### src/rtl/stream_demux_1x2_if.sv
// ============================================================================
// stream_demux_1x2_if : input stream plus two output streams of the 1:2 demux
// Rev 1.0
// ============================================================================
`default_nettype none

interface stream_demux_1x2_if #(
  parameter int In_d_W = 8
);
  logic              s_valid;
  logic [In_d_W-1:0] s_data;
  logic              s_ready;
  logic              m0_valid;
  logic [In_d_W-1:0] m0_data;
  logic              m0_ready;
  logic              m1_valid;
  logic [In_d_W-1:0] m1_data;
  logic              m1_ready;

  // master: the demultiplexer side
  modport master (
    input  s_valid, s_data, m0_ready, m1_ready,
    output s_ready, m0_valid, m0_data, m1_valid, m1_data
  );

  // slave: producer and both consumers
  modport slave (
    output s_valid, s_data, m0_ready, m1_ready,
    input  s_ready, m0_valid, m0_data, m1_valid, m1_data
  );
endinterface

`default_nettype wire

### src/rtl/stream_demux_1x2.sv
// ============================================================================
// stream_demux_1x2 : registered 1:2 stream demux, route fixed per burst.
// Optional per-branch beat counters under macro DEMUX_STATS_EN.   Rev 1.0
// ============================================================================
`default_nettype none

module stream_demux_1x2 #(
  parameter int In_d_W    = 8,
`ifdef DEMUX_STATS_EN
  parameter int CNT_W     = 16,
`endif
  parameter int BURST_LEN = 16
) (
  input  wire logic              clk,
  input  wire logic              rst_n,
  input  wire logic              mode,
  input  wire logic              Sel,
  stream_demux_1x2_if.master     bus,
`ifdef DEMUX_STATS_EN
  input  wire logic              stats_clr,
  output logic [CNT_W-1:0]       cnt0,
  output logic [CNT_W-1:0]       cnt1,
`endif
  output logic                   cur_sel,
  output logic                   burst_done
);

  localparam int CNT_BW = $clog2(BURST_LEN) + 1;
  localparam logic [CNT_BW-1:0] c_LAST = CNT_BW'(BURST_LEN - 1);

  typedef enum logic [0:0] {
    S_IDLE  = 1'b0,
    S_BURST = 1'b1
  } state_t;

  state_t              r_state, w_state_nxt;
  logic [CNT_BW-1:0]   r_cnt, w_cnt_nxt;
  logic                r_cur_sel, w_sel_nxt;
  logic                r_mode, w_mode_nxt;
  logic                r_done;
  logic                r_m0_valid, r_m1_valid;
  logic [In_d_W-1:0]   r_m0_data, r_m1_data;

  logic                w_route;
  logic                w_burst_mode;
  logic                w_acc;
  logic                w_last;

  // Route and mode are only sampled from the pins while idle; a burst keeps both.
  assign w_route      = (r_state == S_IDLE && !mode) ? Sel : r_cur_sel;
  assign w_burst_mode = (r_state == S_IDLE) ? mode : r_mode;
  assign bus.s_ready  = w_route ? (~r_m1_valid | bus.m1_ready)
                                : (~r_m0_valid | bus.m0_ready);
  assign w_acc        = bus.s_valid & bus.s_ready;
  assign w_last       = (r_cnt == c_LAST);

  always_comb begin
    w_state_nxt = r_state;
    w_cnt_nxt   = r_cnt;
    w_sel_nxt   = r_cur_sel;
    w_mode_nxt  = r_mode;
    if (w_acc) begin
      if (r_state == S_IDLE) begin
        w_mode_nxt = mode;
      end
      if (w_last) begin
        w_cnt_nxt   = '0;
        w_state_nxt = S_IDLE;
        w_sel_nxt   = w_burst_mode ? ~w_route : w_route;
      end else begin
        w_cnt_nxt   = r_cnt + CNT_BW'(1);
        w_state_nxt = S_BURST;
        w_sel_nxt   = w_route;
      end
    end
  end

  always_ff @(posedge clk or negedge rst_n) begin
    if (!rst_n) begin
      r_state   <= S_IDLE;
      r_cnt     <= '0;
      r_cur_sel <= 1'b0;
      r_mode    <= 1'b0;
      r_done    <= 1'b0;
    end else begin
      r_state   <= w_state_nxt;
      r_cnt     <= w_cnt_nxt;
      r_cur_sel <= w_sel_nxt;
      r_mode    <= w_mode_nxt;
      r_done    <= w_acc & w_last;
    end
  end

  // A load always wins over a drain, so a same-cycle drain+load keeps valid high.
  always_ff @(posedge clk or negedge rst_n) begin
    if (!rst_n) begin
      r_m0_valid <= 1'b0;
      r_m0_data  <= '0;
      r_m1_valid <= 1'b0;
      r_m1_data  <= '0;
    end else begin
      if (w_acc && !w_route) begin
        r_m0_valid <= 1'b1;
        r_m0_data  <= bus.s_data;
      end else if (bus.m0_ready) begin
        r_m0_valid <= 1'b0;
      end
      if (w_acc && w_route) begin
        r_m1_valid <= 1'b1;
        r_m1_data  <= bus.s_data;
      end else if (bus.m1_ready) begin
        r_m1_valid <= 1'b0;
      end
    end
  end

  assign bus.m0_valid = r_m0_valid;
  assign bus.m0_data  = r_m0_data;
  assign bus.m1_valid = r_m1_valid;
  assign bus.m1_data  = r_m1_data;
  assign cur_sel      = r_cur_sel;
  assign burst_done   = r_done;

`ifdef DEMUX_STATS_EN
  logic [CNT_W-1:0] r_cnt0, r_cnt1;

  always_ff @(posedge clk or negedge rst_n) begin
    if (!rst_n) begin
      r_cnt0 <= '0;
      r_cnt1 <= '0;
    end else if (stats_clr) begin
      r_cnt0 <= '0;
      r_cnt1 <= '0;
    end else begin
      if (w_acc && !w_route && (r_cnt0 != '1)) r_cnt0 <= r_cnt0 + CNT_W'(1);
      if (w_acc &&  w_route && (r_cnt1 != '1)) r_cnt1 <= r_cnt1 + CNT_W'(1);
    end
  end

  assign cnt0 = r_cnt0;
  assign cnt1 = r_cnt1;
`endif

endmodule

`default_nettype wire

### src/flat_wrapper.sv
// flat-port wrapper written by rule: the top's interface ports become plain ports
module stream_demux_1x2_flat 
#(
  parameter int In_d_W    = 8,

  parameter int BURST_LEN = 16
)
  (clk, rst_n, mode, Sel, cur_sel, burst_done, bus_s_valid, bus_s_data, bus_m0_ready, bus_m1_ready, bus_s_ready, bus_m0_valid, bus_m0_data, bus_m1_valid, bus_m1_data);
  stream_demux_1x2_if #(.In_d_W(In_d_W)) bus_i ();
  input  wire logic clk;
  input  wire logic rst_n;
  input  wire logic mode;
  input  wire logic Sel;
  output logic cur_sel;
  output logic burst_done;
  input wire logic [$bits(bus_i.s_valid)-1:0] bus_s_valid;
  input wire logic [$bits(bus_i.s_data)-1:0] bus_s_data;
  input wire logic [$bits(bus_i.m0_ready)-1:0] bus_m0_ready;
  input wire logic [$bits(bus_i.m1_ready)-1:0] bus_m1_ready;
  output wire logic [$bits(bus_i.s_ready)-1:0] bus_s_ready;
  output wire logic [$bits(bus_i.m0_valid)-1:0] bus_m0_valid;
  output wire logic [$bits(bus_i.m0_data)-1:0] bus_m0_data;
  output wire logic [$bits(bus_i.m1_valid)-1:0] bus_m1_valid;
  output wire logic [$bits(bus_i.m1_data)-1:0] bus_m1_data;
  assign bus_i.s_valid = bus_s_valid;
  assign bus_i.s_data = bus_s_data;
  assign bus_i.m0_ready = bus_m0_ready;
  assign bus_i.m1_ready = bus_m1_ready;
  assign bus_s_ready = bus_i.s_ready;
  assign bus_m0_valid = bus_i.m0_valid;
  assign bus_m0_data = bus_i.m0_data;
  assign bus_m1_valid = bus_i.m1_valid;
  assign bus_m1_data = bus_i.m1_data;
  stream_demux_1x2 #(.In_d_W(In_d_W), .BURST_LEN(BURST_LEN)) u_core (.clk(clk), .rst_n(rst_n), .mode(mode), .Sel(Sel), .bus(bus_i), .cur_sel(cur_sel), .burst_done(burst_done));
endmodule
### config.mk
export PLATFORM = sky130hd
export DESIGN_NAME = stream_demux_1x2_flat
export DESIGN_NICKNAME = d
export VERILOG_FILES = /design/src/rtl/stream_demux_1x2_if.sv /design/src/rtl/stream_demux_1x2.sv /design/src/flat_wrapper.sv
export SDC_FILE = /design/constraint.sdc
export NUM_CORES = 1
export LEC_CHECK = 0
export CAP_MARGIN = 20
export CORE_AREA = 5 5 64 66
export CTS_CLUSTER_SIZE = 10
export DETAILED_ROUTE_END_ITERATION = 8
export DIE_AREA = 0 0 69 71
export GPL_TIMING_DRIVEN = 0
export PLACE_DENSITY = 0.65
export SLEW_MARGIN = 20
export SYNTH_ARGS = -nofsm -noshare
export SYNTH_HDL_FRONTEND = slang
export SYNTH_SLANG_ARGS = --single-unit
### constraint.sdc
create_clock -name clk -period 2.7 [get_ports clk]
set_input_delay 0.54 -clock clk [delete_from_list [all_inputs] [get_ports clk]]
set_output_delay 0.54 -clock clk [all_outputs]
set_load 0.1 [all_outputs]
Word-level counts from Yosys, hierarchy flattened
Cells that the tools add are included.
W data, S select, Z words.
- register bits after elaboration: 27
- bits of input ports: 15
- output and inout port bits: 21
- add/subtract/negate cells: 1
- eq/ne operators: 1
- muxes and demuxes: 11
- bitwise logic cells: 8
- reductions and logical operators: 7
- operator list (operator ; count):
    $mux W1 ; 10
    $add A5 B1 Y5 const B ; 1
    $eq A5 B4 Y1 const B ; 1
    $mux W5 ; 1
    $not A1 Y1 ; 4
    $reduce_bool A2 Y1 ; 2
    $logic_and A1 B1 Y1 ; 3
    $and A1 B1 Y1 ; 2
    $logic_not A1 Y1 ; 2
    $or A1 B1 Y1 ; 2

Depth between registers and ports, before layout
- word-level depth: 7
- depth in mapped cells: 6
- depth with buffers taken out: 5

Least setup slack after synthesis
Ideal clock, no wire load.
- path type: reg2out
- start point: register u_core.r_cur_sel, in the netlist u_core.cur_sel
- end point: output bus_s_ready
- data arrival time: 1892 ps
- required time: 2160 ps
- setup slack: 268 ps
- stages on the path, launching flop included: 4
- buffers on the path: 0
- cell sequence: dfrtp_1 > o21ai_0 > nand2_1 > mux2_2
- cells in the longest elaborated chain, start to end: 2
- RTL lines (item ; line ; text):
    start, declared ; stream_demux_1x2.sv:38 ; logic r_cur_sel, w_sel_nxt;
    start signal, assigned ; stream_demux_1x2.sv:88 ; r_cur_sel <= w_sel_nxt;
    $mux W1 ; stream_demux_1x2.sv:50 ; assign w_route = (r_state == S_IDLE && !mode) ? Sel : r_cur_sel;
    $mux W1 ; stream_demux_1x2.sv:52 ; assign bus.s_ready = w_route ? (~r_m1_valid | bus.m1_ready)
    end, declared ; flat_wrapper.sv:20 ; output wire logic [$bits(bus_i.s_ready)-1:0] bus_s_ready;
Every way passes these cells.

Worst setup path after layout
- start point: input mode
- end point: output bus_s_ready
- cells in the longest elaborated chain, start to end: 4
- RTL lines (item ; line ; text):
    start, declared ; flat_wrapper.sv:12 ; input wire logic mode;
    $logic_not A1 Y1 ; stream_demux_1x2.sv:50 ;
    $logic_and A1 B1 Y1 ; stream_demux_1x2.sv:50 ;
    $mux W1 ; stream_demux_1x2.sv:50 ;
    $mux W1 ; stream_demux_1x2.sv:52 ;
Every way passes these cells.

==> impl_metrics.ini <==
[sta]
hold_viol = 0
drv_slew = 0
finalCriticalPeriod_ns = 2.605
finClkSkew_ns = 0.01014
fin_ws_ns = 0.09501
fin_crit_sh_pct = 96.48
tightest_slew_ns = 0.9817
setup_viol = 0
rsz0062_at_grt = false
max_freq_ghz = 0.3839
max_slew_margin_pct = 34.35

[run_status]
status = completed

[floorplan]
num_io_pins = 36
coreArea_mm2 = 0.003523
fp.dieW_um = 69
core.rowCount = 22
die_height_um = 71
start_util_pct = 32.85
die_area_mm2 = 0.004899

[place]
placed_area_mm2 = 0.001563
place_congestion = 0.8313
dp.cells = 168
place_ws_ns = -0.6395
hpwl_um = 1826
port_buffers = 35

[yosys]
synth_area_per_cell_um2 = 13.62
synth_warnings = 0
yosysSeqAreaShare_pct = 58.38
synth.distinct_cells = 25
synth_seq_cells = 27
syn_area_mm2 = 0.001157
syn_nets = 101
synth_cells = 85

[clock_tree]
post-cts-setup-buffers = 0
insertion_delay_ns = 0.32
cts_resized = 5
clockBufferDepth = 2
clock-sinks = 27
cts_buffers = 3
cts_tree = done
cts_root_buf = clkbuf_4
clk_pin_slew_worst_paths_ns = 0.15
cts_max_level = 1
hold_buffers = 0

[setup_path]
start_kind = primary input
crit_required_ns = 2.16
crit_buf_inv = 2
crit_path_end_kind = output port
max_stage_delay_ns = 0.46
critPathArrivalTime_ns = 2.06
path_class = primary input to output port
crit_slowest_cell = clkdlybuf4s50_1
critPathMaxFanout = 4
crit_start = mode
path_cells = clkdlybuf4s50_1 > or3b_4 > nand2_1 > mux2_2 > buf_4
crit_family = buffers and inverters
r2r-start = u_core.r_state

[finish]
area_delta_synth_final_pct = 37.19
seqCellArea_um2 = 675.6
multi_input_area_um2 = 446.7
num-nets-final = 141
final_cell_mix = 33 x clkdlybuf4s50_1, 27 x dfrtp_1, 13 x mux2_2, 8 x nand2_1, 6 x mux2_4
drive_above_1_share_pct = 24.19
fin_area_mm2 = 0.001588
fillers = 345
diodes = 0
layout_commonest_cell = clkdlybuf4s50_1
finalNonFillerCells = 172

[job]
cap_viol_max_count = 0

[grt]
grt_pass1_wl_um = 4291
grt_usage_pct = 10.78
grt_overflow = 0
grt_antenna_before_repair = 0
grt_max_degree = 28
grt_pass1_vias = 903

[routing]
wl_per_cell_um = 14.20
drcViolationCount = 0
drt_iter0_drc = 26
first_pass_iters = 4
detail-route-antenna-nets = 0
vias_per_cell = 4.616
vias = 794
routed_wl_um = 2443

[hold_path]
hp-class = primary input to async pin
final cells by class:
| class | count | share of cell area [%] |
|---|---|---|
| clock inverter | 1 | 0.3152 |
| timing repair buffer | 35 | 21.59 |
| multi-input combinational | 53 | 28.13 |
| clock buffer | 3 | 1.418 |
| buffer | 3 | 1.734 |
| tap | 48 | 3.783 |
| inverter | 2 | 0.4728 |
| sequential | 27 | 42.55 |
per-stage QoR:
stage               utilization (%)  setup TNS (ns)  hold WS, ns
detailed placement            44.35         -0.6395       0.4711
floorplan                         -               0       0.2444
global placement              44.50         -0.6312       0.4619
finish                        45.06               0       0.2017
CTS                           44.99               0       0.2209
global route                  45.06               0       0.2309
cell usage after synthesis:
cell,instances,area [µm²]
a21boi_1,1,7.510
a21oi_1,2,10.01
a221o_1,1,10.01
and2_1,1,6.260
buf_2,1,5.000
buf_6,2,22.52
dfrtp_1,27,675.7
ha_1,1,12.51
inv_1,2,7.510
mux2_2,13,146.4
mux2_4,6,90.09
mux2i_1,1,10.01
nand2_1,8,30.03
nand2b_1,3,18.77
nand3_1,4,20.02
nand4_1,1,6.260
nand4b_1,1,8.760
nor2_1,2,7.510
o21a_1,1,7.510
o21ai_0,1,5.000
o21ai_1,2,10.01
o221a_2,1,11.26
o22a_1,1,8.760
or3b_4,1,11.26
xor2_1,1,8.760
sequential cells by signal, indices dropped and copies added (netlist names):
| register | count |
|---|---|
| u_core.burst_done | 1 |
| u_core.bus.m0_data | 8 |
| u_core.bus.m0_valid | 1 |
| u_core.bus.m1_data | 8 |
| u_core.bus.m1_valid | 1 |
| u_core.cur_sel | 1 |
| u_core.r_cnt | 5 |
| u_core.r_mode | 1 |
| u_core.r_state | 1 |
per-layer routing:
metal	vias up	global-route usage [%]	wire, µm
met4	0	1.952	0
li1	379	-	-
met1	394	13.16	1082
met3	0	3.551	144
met5	-	0	0
met2	21	18.75	1217
kinds of logic (layout without fill, tap and decap cells):
logic type | Yosys count | count (layout) | synth area share, %
adders and majority gates | 1 | 1 | 1.081
and+or+nand+nor | 21 | 21 | 9.407
xor gates and xnor gates | 1 | 1 | 0.7569
muxes | 20 | 20 | 21.30
buffers and inverters | 5 | 44 | 3.027
DFF | 27 | 27 | 58.38
AOI/OAI and AO/OA | 10 | 10 | 6.054
final timing paths:
path	cells past startpoint	slack, ns	to
setup / recovery	5	0.1	bus_s_ready
hold / removal	1	0.20	u_core.bus.m1_data[2]
setup reg to reg	4	0.73	u_core.bus.m0_data[6]
hold reg to reg	1	0.50	u_core.r_cnt[4]
max in group asynchronous	1	2.09	u_core.bus.m1_data[4]
min in group clk	1	0.50	u_core.r_cnt[4]
Power is left out: the tool's default activity adds up to more than one toggle a clock period on the data nets, which glitch-free logic cannot reach.
